[src/rtl/exp_hyp_pkg.sv]
// Shared types and constants for the exp -> cosh/sinh drain engine.
package exp_hyp_pkg;

    localparam int unsigned IDX_W     = 4;
    localparam int unsigned ADDR_W    = 5;
    localparam int unsigned BUF_DEPTH = 32;

    typedef enum logic [2:0] {
        IDLE = 3'd0,
        RD_P = 3'd1,
        RD_N = 3'd2,
        EMIT = 3'd3,
        FIN  = 3'd4
    } state_t;

endpackage

[src/rtl/hyp_combine.sv]
// Combines exp(x) and exp(-x) into cosh/sinh with a WIDTH+1-bit intermediate.
// Optional round-half-up when EXP_HYP_ROUND_EN is defined; truncation otherwise.
module hyp_combine #(
    parameter int unsigned WIDTH = 32
) (
    input  logic [WIDTH-1:0] p,
    input  logic [WIDTH-1:0] n,
    output logic [WIDTH-1:0] cosh_c,
    output logic [WIDTH-1:0] sinh_c
);

`ifdef EXP_HYP_ROUND_EN
    localparam int unsigned RND = 1;
`else
    localparam int unsigned RND = 0;
`endif

    logic        [WIDTH:0] sum;
    logic signed [WIDTH:0] dif;
    logic signed [WIDTH:0] dif_sh;

    // Extra bit keeps the sum carry and the difference sign before halving.
    always_comb begin
        sum    = {1'b0, p} + {1'b0, n} + (WIDTH+1)'(RND);
        dif    = $signed({1'b0, p}) - $signed({1'b0, n}) + $signed((WIDTH+1)'(RND));
        dif_sh = dif >>> 1;
        cosh_c = sum[WIDTH:1];
        sinh_c = dif_sh[WIDTH-1:0];
    end

endmodule

[src/rtl/exp_hyp_drain.sv]
// Drains PAIRS (exp(x), exp(-x)) pairs from the upstream buffer as cosh/sinh.
// Rounding of the combine step is selected by macro EXP_HYP_ROUND_EN.
module exp_hyp_drain
    import exp_hyp_pkg::*;
#(
    parameter int unsigned WIDTH = 32,
    parameter int unsigned PAIRS = 16
) (
    input  logic              clock,
    input  logic              reset,
    input  logic              start,
    input  logic              src_valid,
    output logic [ADDR_W-1:0] src_addr,
    input  logic [WIDTH-1:0]  src_data,
    output logic              out_valid,
    input  logic              out_ready,
    output logic [WIDTH-1:0]  out_cosh,
    output logic [WIDTH-1:0]  out_sinh,
    output logic [IDX_W-1:0]  out_idx,
    output logic              busy,
    output logic              done
);

    state_t             state;
    state_t             next_state;
    logic [IDX_W-1:0]   k_q;
    logic [IDX_W-1:0]   k_nxt;
    logic [WIDTH-1:0]   p_q;

    logic [WIDTH-1:0]   cosh_c;
    logic [WIDTH-1:0]   sinh_c;

    logic [ADDR_W-1:0]  src_addr_d;
    logic               out_valid_d;
    logic [WIDTH-1:0]   cosh_d;
    logic [WIDTH-1:0]   sinh_d;
    logic [IDX_W-1:0]   idx_d;
    logic               busy_d;
    logic               done_d;
    logic [WIDTH-1:0]   p_d;

    // P comes from the register, N straight from the buffer during RD_N.
    hyp_combine #(.WIDTH(WIDTH)) u_combine (
        .p      (p_q),
        .n      (src_data),
        .cosh_c (cosh_c),
        .sinh_c (sinh_c)
    );

    always_ff @(posedge clock or negedge reset) begin
        if (!reset) begin
            state <= IDLE;
            k_q   <= '0;
        end else begin
            state <= next_state;
            k_q   <= k_nxt;
        end
    end

    // Losing src_valid mid-drain abandons the drain without a done pulse.
    always_comb begin
        next_state = state;
        k_nxt      = k_q;
        case (state)
            IDLE: if (start && src_valid) next_state = RD_P;
            RD_P: next_state = src_valid ? RD_N : IDLE;
            RD_N: next_state = src_valid ? EMIT : IDLE;
            EMIT: begin
                if (!src_valid) begin
                    next_state = IDLE;
                end else if (out_ready) begin
                    if (k_q < IDX_W'(PAIRS - 1)) begin
                        next_state = RD_P;
                        k_nxt      = k_q + IDX_W'(1);
                    end else begin
                        next_state = FIN;
                    end
                end
            end
            FIN:     next_state = IDLE;
            default: next_state = IDLE;
        endcase
        if (next_state == IDLE || next_state == FIN) k_nxt = '0;
    end

    // Outputs are computed for the upcoming state, then registered.
    always_comb begin
        src_addr_d  = '0;
        out_valid_d = (next_state == EMIT);
        busy_d      = (next_state != IDLE);
        done_d      = (next_state == FIN);
        cosh_d      = out_cosh;
        sinh_d      = out_sinh;
        idx_d       = out_idx;
        p_d         = p_q;
        case (next_state)
            RD_P:       src_addr_d = {k_nxt, 1'b0};
            RD_N, EMIT: src_addr_d = {k_nxt, 1'b1};
            default:    src_addr_d = '0;
        endcase
        if (state == RD_P) p_d = src_data;
        if (state == RD_N && next_state == EMIT) begin
            cosh_d = cosh_c;
            sinh_d = sinh_c;
            idx_d  = k_q;
        end
    end

    always_ff @(posedge clock or negedge reset) begin
        if (!reset) begin
            src_addr  <= '0;
            out_valid <= 1'b0;
            out_cosh  <= '0;
            out_sinh  <= '0;
            out_idx   <= '0;
            busy      <= 1'b0;
            done      <= 1'b0;
            p_q       <= '0;
        end else begin
            src_addr  <= src_addr_d;
            out_valid <= out_valid_d;
            out_cosh  <= cosh_d;
            out_sinh  <= sinh_d;
            out_idx   <= idx_d;
            busy      <= busy_d;
            done      <= done_d;
            p_q       <= p_d;
        end
    end

endmodule

[config.mk]
export PLATFORM = sky130hd
export DESIGN_NAME = exp_hyp_drain
export DESIGN_NICKNAME = d
export VERILOG_FILES = /design/src/rtl/exp_hyp_pkg.sv /design/src/rtl/hyp_combine.sv /design/src/rtl/exp_hyp_drain.sv
export SDC_FILE = /design/constraint.sdc
export NUM_CORES = 1
export LEC_CHECK = 0
export ABC_AREA = 1
export CAP_MARGIN = 0
export CORE_UTILIZATION = 30
export DETAILED_ROUTE_END_ITERATION = 8
export PLACE_DENSITY = 0.46
export REMOVE_ABC_BUFFERS = 1
export SKIP_LAST_GASP = 1
export SYNTH_ARGS = -nofsm -noshare
export SYNTH_HDL_FRONTEND = slang
export SYNTH_HIERARCHICAL = 1
export SYNTH_SLANG_ARGS = --single-unit
[constraint.sdc]
create_clock -name clock -period 2.4 [get_ports clock]
set_input_delay 0.48 -clock clock [delete_from_list [all_inputs] [get_ports clock]]
set_output_delay 0.48 -clock clock [all_outputs]
set_load 0.02 [all_outputs]
# After elaboration in Yosys (flattened, before gate mapping)
# Cells that the tools add are included.
# word_totals
mem_bits_rw,0
mem_bits_ro,0
input_bits,37
memories,0
latchBits,0
ff_bits,115
# op_classes
div,0
n_mul,0
shifts,0
n_reduce_logical,7
order_cmp,1
n_bitwise,0
n_addsub,3
eq_ne,7
mux,13
# op_table
cell,count
$add 32x32->33,1
$sub 32x32->33,1
$mux 4,5
$eq 3x2->1 const B,4
$mux 3,4
$pmux 3 s4,1
$pmux 5 s2,1
$eq 3x1->1 const B,2
$logic_not 3->1,2
$add 4x1->4 const B,1
$lt 4x4->1 const B,1
$mux 2,2
$eq 3x3->1 const B,1
$reduce_bool 3->1,1
$logic_and 1x1->1,2
$reduce_or 2->1,1
$logic_or 1x1->1,1

# Logic depth before layout (Yosys ltp)
# Gate-level depths: netlist of the first run.
# depth
word_depth,9
depth_mapped,16

# Modules after synthesis
# Netlist of the first run, hierarchy kept.
# by_module_without_submodules
module,area_per_inst_um2,instances,cells_each,seq_area_each_um2
hyp_combine,5252.5,1,1022,0.0
exp_hyp_drain,4563.1,1,304,2877.8

# Worst setup path before layout of the first run
# No wires, ideal clock.
# synth_timing
path_type,input port to flip-flop
from,input port src_data[0]
to,register out_sinh[27]
arrival_ps,1952
path_slack_ps,323
n_path_buf,0
stages,14
path_cell_list,nand2_1 inv_1 fa_1 inv_1 nand3_1 nand3_1 nand2_1 nand2_2 nand2_1 nand2_2 nand2_1 nand3_1 nand2_1 mux2_4
# synth_between
elab_chain_len,1
# synth_rtl
element,line,source
start: declaration,exp_hyp_drain.sv:14,"input logic [WIDTH-1:0] src_data,"
$sub 32x32->33,hyp_combine.sv:25,"dif = $signed({1'b0, p}) - $signed({1'b0, n}) + $signed((WIDTH+1)'(RND));"
via sinh_c[27],exp_hyp_drain.sv:31,logic [WIDTH-1:0] sinh_c;
end signal: assignment,exp_hyp_drain.sv:123,out_sinh <= sinh_d;
end: declaration,exp_hyp_drain.sv:18,"output logic [WIDTH-1:0] out_sinh,"
# The timed path passes the listed nets, and every way through them passes these cells.
# A chain may end at the register's enable or synchronous reset.

# Worst setup path after layout of the first run
# layout_timing
from,input port src_data[0]
to,register out_cosh[29]
# layout_between
elab_chain_len,1
# layout_rtl
element,line,source
$add 32x32->33,hyp_combine.sv:24,"sum = {1'b0, p} + {1'b0, n} + (WIDTH+1)'(RND);"
via cosh_c[29],exp_hyp_drain.sv:30,logic [WIDTH-1:0] cosh_c;
end signal: assignment,exp_hyp_drain.sv:122,out_cosh <= cosh_d;
end: declaration,exp_hyp_drain.sv:17,"output logic [WIDTH-1:0] out_cosh,"
# The timed path passes the listed nets, and every way through them passes these cells.

==> impl_metrics.yaml, run 1 <==
min_path:
  min_path_type: "input pin to flop"
placement:
  dp.cells: 2010
  dp_hpwl_mm: 24.5
  io_buffers: 112
  routabilityCongestion: 0.882
  placed_cell_area_um2: 12600
route:
  routed_wl_mm: 30.3
  drt_iter0_drc: 431
  num_vias: 8908
  viasPerCell: 4.35
  drcViolationCount: 0
  antenna_left: 0
  dr.pass1.iters: 5
  wire_per_inst_um: 14.8
grt:
  grt_first_pass_wirelength_mm: 47.8
  busiest_layer: "met2"
  use_met1: 0.265
  grt_max_degree: 55
  antenna_found_initial: 0
  grt_usage: 0.188
  grt_pass1_vias: 8896
  use_met2: 0.289
  grt_overflow: 0
  global_route.usage.met3: 0.0330
timing:
  setup_viol: 0
  min_period_ns: 2.33
  relSlewSlack: 0.665
  max_freq_ghz: 0.429
  rsz0062_at_grt: "true"
  fin_skew_ns: 0.00806
  hold_violations: 0
  fin_tns_setup_ns: 0
  worst_slew_pin_slew_ns: 0.500
  min_period_over_period: 0.971
  drv_slew: 0
pwr:
  total_power_w: 0.0198
  ir_worst_vdd_mv: 0.568
  pwr-share-comb: 0.686
  pwr-share-clk: 0.136
  power.density_nw_per_um2: 1450
  internal_power_w: 0.0110
  netSwitchingFraction: 0.446
  seqPwrFrac: 0.178
  p_leak_nw: 7.35
  switchingPower_w: 0.00883
outcome:
  status: "finished clean"
clock_network:
  clkTransAtPathRegs_ns: 0.06
  clock_latency_ns: 0.43
  cts_root_buffer: "clkbuf_16"
  cts.sinks: 115
  cts-htree-levels: 4
  clk_path_buf_depth: 2
  tritoncts: "done"
  cts_buffers: 17
worst_setup_path:
  cp_max_fo: 3
  critPathRequiredTime_ns: 2.71
  worstPathArrival_ns: 2.64
  crit_path_end_kind: "flop"
  critical_path_class: "input pin to flop"
  worst_setup_path_start_kind: "input pin"
yosys:
  syn_area_um2: 9820
  syn_avg_cell_area_um2: 7.40
  ys.warnings.count: 6
  ys_seq_elements: 115
  synthCells: 1326
  yosys.cell_count.top_type: "nand2_1"
  ys.flop_type: "dfrtp_1"
  async_flop_share: 1.00
  synthTopCellsByCount: "nand2_1 (405), inv_1 (251), dfrtp_1 (115)"
  synth_seq_area_share: 0.293
  synth.area.top_cells: "dfrtp_1 (29%), nand2_1 (15%), inv_1 (9.6%)"
  yosysTopAreaCell: "dfrtp_1"
  synth_edf_count: 0
  synthDistinctLibCells: 34
  synth_top_area_share: 0.293
final_layout:
  fin_nets: 1703
  postLayoutCellArea_um2: 13700
  final_cells: 2048
  syn2layout_area_growth_pct: 39.1
  register_area_um2: 2880
  diodes: 0
  fillers: 3326
  drive_gt1_frac: 0.283
  multi_input_area_um2: 6000
floorplanning:
  core_area_um2: 31900
  die_w_um: 183
  io_pins: 113
  dieHeight_um: 183
  rows: 65
  start_util: 0.308
  dieArea_um2: 33400
job:
  maxCapViolCount: 0
worst paths after layout:
| path | start | to | slack [ns] | cells past startpoint |
|---|---|---|---|---|
| max | src_data[0] | out_cosh[29]$_DFFE_PN0P_ | 0.07 | 15 |
| max in group asynchronous | reset | p_q[28]$_DFFE_PN0N_ | 1.30 | 3 |
| min | src_data[9] | p_q[9]$_DFFE_PN0N_ | 0.47 | 3 |
| min in group asynchronous | reset | out_cosh[7]$_DFFE_PN0P_ | 0.49 | 2 |
| max reg2reg | p_q[1]$_DFFE_PN0N_ | out_sinh[29]$_DFFE_PN0P_ | 0.19 | 13 |
| min reg2reg | out_idx[0]$_DFFE_PN0P_ | out_idx[0]$_DFFE_PN0P_ | 0.50 | 2 |
logic make-up (layout without fill, tap and decap cells):
family / count (synthesis) / count (layout) / synth area share
simple gates: 637 / 637 / 0.285
flops: 115 / 115 / 0.293
xor+xnor: 32 / 32 / 0.0286
fa+ha+maj: 65 / 65 / 0.0844
compound gates: 81 / 81 / 0.0459
mux: 97 / 97 / 0.127
buf+inv: 299 / 586 / 0.136
flip-flops by register name, summed over array words and instances, names as in the netlist:
| name | cells |
|---|---|
| out_idx | 4 |
| out_sinh | 32 |
| p_q | 32 |
| out_cosh | 32 |
| out_valid | 1 |
| busy | 1 |
| src_addr | 5 |
| done | 1 |
| k_q | 4 |
| state | 3 |
worst max-delay path: stages:
cell             delay, ns
clkdlybuf4s50_1       0.45
nand2_1               0.09
inv_1                 0.08
fa_1                  0.42
nand2_2               0.12
nand2_1               0.08
nand3_1               0.09
nand2_2               0.08
nand2_1               0.08
nand3_2               0.13
nand2_1               0.12
nand2_1               0.06
nand2_1               0.06
nand2_1               0.05
mux2_4                0.26
placed cells by master, fill, tap and decap left out, types with 27 or more instances in the layout:
cell type / count
nand2_1: 393
inv_1: 248
buf_4: 171
dfrtp_1: 115
clkdlybuf4s50_1: 108
nor2_1: 73
mux2_2: 56
nand3_1: 55
mux2_4: 41
ha_1: 39
nand2_2: 33
a21oi_1: 31
xor2_1: 29
nor2_2: 27
power by group through the flow:
| stage | registers [W] | clock network (W) | logic (W) |
|---|---|---|---|
| 3_5_place_dp | 0.00348 | 0 | 0.0129 |
| 5_1_grt | 0.00365 | 0.00287 | 0.0149 |
| 4_1_cts | 0.00347 | 0.00279 | 0.0130 |
| 3_3_place_gp | 0.00347 | 0 | 0.0128 |
| 6_report | 0.00352 | 0.00270 | 0.0136 |
| 2_1_floorplan | 0.00401 | 0 | 0.00673 |
cell type report:
type | instances | share of cell area
Tap cell | 435 | 0.0399
Timing Repair Buffer | 295 | 0.194
Inverter | 260 | 0.0715
Sequential cell | 115 | 0.211
Clock inverter | 9 | 0.00944
Clock buffer | 22 | 0.0347
Multi-Input combinational cell | 912 | 0.439
metal layers:
metal	vias up	wire [um]	part of all wire
met5	-	0	0
met4	0	554	0.018
met3	32	1480	0.049
met2	195	12900	0.43
met1	4070	15300	0.51
li1	4611	-	-
through the flow:
stage	setup slack, ns	utilization	hold WS [ns]
final	0.0694	0.428	0.466
after global routing	-0.0919	0.428	0.477
after floorplan	-0.986	-	0.184
after detailed placement	-0.559	0.394	0.399
after global placement	-0.545	0.394	0.400
after CTS	-0.00728	0.415	0.476
what timing repair did:
item                                    CTS  global route
hold buffers                              1             0
pin swaps                                 0            11
hold endpoints to repair                 17             0
resized for setup                        12            76
endpoints found under the setup margin   20            45
buffers inserted                          0             6
No activity file was read; power rests on OpenSTA's default activity.
==> run 2: changes to the inputs <==
--- a/config.mk
+++ b/config.mk
@@ -7,9 +7,9 @@
 export LEC_CHECK = 0
 export ABC_AREA = 1
 export CAP_MARGIN = 0
-export CORE_UTILIZATION = 30
+export CORE_UTILIZATION = 50
 export DETAILED_ROUTE_END_ITERATION = 8
-export PLACE_DENSITY = 0.46
+export PLACE_DENSITY = 0.7
 export REMOVE_ABC_BUFFERS = 1
 export SKIP_LAST_GASP = 1
 export SYNTH_ARGS = -nofsm -noshare
==> run 2 against run 1 <==
Against the previous run: setup slack worse by 0.027 ns; first-iteration DRC count up 94%; sequential cell count unchanged; sequential share of layout area up 0.83 points; final cell count down 9.6%; die area down 40%; clock skew down 0.0019 ns; fmax down 1.1%; critical path depth unchanged; register-to-register slack worse by 0.02 ns; cell area down 3.7%; via count up 4.7%; critical path type unchanged; largest cell class unchanged.
==> impl_metrics.yaml, run 2 (synthesis results as in run 1) <==
timing:
  setup_viol: 0
  min_period_ns: 2.36
  fin_skew_ns: 0.00621
  drv_slew: 0
  fin_hold_ws_ns: 0.0464
  rsz0062_at_grt: "true"
  relSlewSlack: 0.661
  max_freq_ghz: 0.424
  fin_tns_setup_ns: 0
  hold_violations: 0
  worst_slew_pin_slew_ns: 0.509
  min_period_over_period: 0.982
final_layout:
  diodes: 0
  postLayoutCellArea_um2: 13100
  layout_common_cells: "nand2_1 (401), inv_1 (251), buf_4 (155)"
  final_cells: 1851
  largestRegisters: "out_cosh: 32 flops, out_sinh: 32 flops, p_q: 32 flops"
  fin_nets: 1680
  syn2layout_area_growth_pct: 33.9
  drive_gt1_frac: 0.258
  final_common_cell: "nand2_1"
  fillers: 1572
placement:
  dp_hpwl_mm: 22.5
  placed_cell_area_um2: 12200
  io_buffers: 112
  dp.cells: 1817
  routabilityCongestion: 0.945
clock_network:
  cts_hold_buffers: 0
  cts.sinks: 115
  tritoncts: "done"
  clock_latency_ns: 0.43
  clkTransAtPathRegs_ns: 0.06
  clk_path_buf_depth: 2
  cts_root_buffer: "clkbuf_16"
  cts_buffers: 17
  cts-htree-levels: 4
route:
  drcViolationCount: 0
  antenna_left: 0
  num_vias: 9325
  wire_per_inst_um: 15.6
  routed_wl_mm: 28.9
  drt_iter0_drc: 838
  viasPerCell: 5.04
  dr.pass1.iters: 7
floorplanning:
  core_area_um2: 19000
  io_pins: 113
  dieArea_um2: 20200
  die_w_um: 142
  start_util: 0.518
  rows: 50
  dieHeight_um: 142
worst_setup_path:
  crit_slowest_cell: "clkdlybuf4s50_1"
  slowest_delay_ns: 0.51
  cp_max_fo: 7
  cpMostUsedCell: "nand2_1"
  path_cells: "clkdlybuf4s50_1 > inv_1 > ha_4 > inv_2 > nand2_1 > nand2_1 > a21oi_1 > nand2_1 > nand2_1 > nand2_2 > nand2_1 > nand2_1 > nand2_1 > nand2_1 > mux2_2"
  crit_path_end_kind: "flop"
  startpoint: "src_data[6]"
  worstReg2RegStart: "p_q[1]$_DFFE_PN0N_"
  critPathRequiredTime_ns: 2.71
  r2r_slack_ns: 0.17
  r2r.worst_path.cells: 13
  critical_path_class: "input pin to flop"
  r2r-end: "out_sinh[21]$_DFFE_PN0P_"
  worst_setup_path_start_kind: "input pin"
  cp-endpoint: "out_cosh[22]$_DFFE_PN0P_"
  worstPathArrival_ns: 2.67
pwr:
  p_leak_nw: 7.22
  total_power_w: 0.0196
  ir_worst_vdd_mv: 0.687
  power.density_nw_per_um2: 1490
min_path:
  min_path_type: "input pin to async pin"
grt:
  grt_usage: 0.292
  grt_pass1_vias: 8904
  grt_max_degree: 59
  grt_first_pass_wirelength_mm: 45.1
  antenna_found_initial: 0
  grt_overflow: 0
outcome:
  status: "finished clean"
job:
  maxCapViolCount: 0
## run 2: cell count changes in the layout (fill, tap and decap cells not counted), moves of 5 or more
cell | previous run | this run
a21oi_1 | 31 | 42
a21oi_2 | 19 | 8
buf_12 | 12 | 5
buf_4 | 171 | 155
nand2_1 | 393 | 401
nand2_2 | 33 | 26
nor2_1 | 73 | 80
nor2_2 | 27 | 22
## run 2: report_power, final
part / leakage [nW] / total [W] / switching (W) / internal, W
Sequential: 1.40 / 0.00350 / 0.000689 / 0.00282
Clock: 0.317 / 0.00288 / 0.00110 / 0.00177
Combinational: 5.50 / 0.0132 / 0.00704 / 0.00618
Total: 7.22 / 0.0196 / 0.00883 / 0.0108
## run 2: per-stage QoR
stage	utilization	setup WS [ns]
global route	0.693	-0.0197
CTS	0.677	-0.00654
finish	0.693	0.0427
floorplan	-	-0.986
detailed placement	0.641	-0.521
global placement	0.641	-0.517
## run 2: area by class of cell
cell class,instances,area (um^2),area share
multi-input cells,912,5920,0.451
inverters,260,976,0.0743
repair buffers,272,2390,0.182
well taps,260,325,0.0248
flip-flops and latches,115,2880,0.219
clock inverters,15,221,0.0169
clock buffers,17,425,0.0324
## run 2: what timing repair did
action / in CTS / in global routing
pin swaps: 0 / 2
gates resized for setup: 10 / 51
gates cloned: 0 / 0
buffers inserted: 0 / 2
setup endpoints to repair: 13 / 41
## run 2: worst max-delay path: cells and delay by family
family | cells | cell delay [ns]
adder cells (fa/ha/maj) | 1 | 0.36
AND/OR/NAND/NOR | 9 | 0.75
buffers and inverters | 3 | 0.65
multiplexers | 1 | 0.26
AO/OA/AOI/OAI | 1 | 0.16
## run 2: how the worst min path moves through the flow
stage / start / end / slack (ns) / depth (start not counted)
2_1_floorplan: reset / busy$_DFF_PN0_ / 0.18 / 0
3_3_place_gp: out_idx[3]$_DFFE_PN0P_ / out_idx[3]$_DFFE_PN0P_ / 0.48 / 2
3_5_place_dp: out_idx[2]$_DFFE_PN0P_ / out_idx[2]$_DFFE_PN0P_ / 0.48 / 2
4_1_cts: reset / p_q[9]$_DFFE_PN0N_ / 0.07 / 2
5_1_grt: reset / p_q[9]$_DFFE_PN0N_ / 0.07 / 2
6_report: reset / p_q[9]$_DFFE_PN0N_ / 0.05 / 2
## run 2: routing by layer
metal / GRT usage / vias up / part of all wire
met3: 0.0424 / 36 / 0.070
met4: 0.0917 / 0 / 0.019
met2: 0.464 / 372 / 0.45
met5: 0 / - / 0
met1: 0.409 / 4350 / 0.46
li1: - / 4567 / -
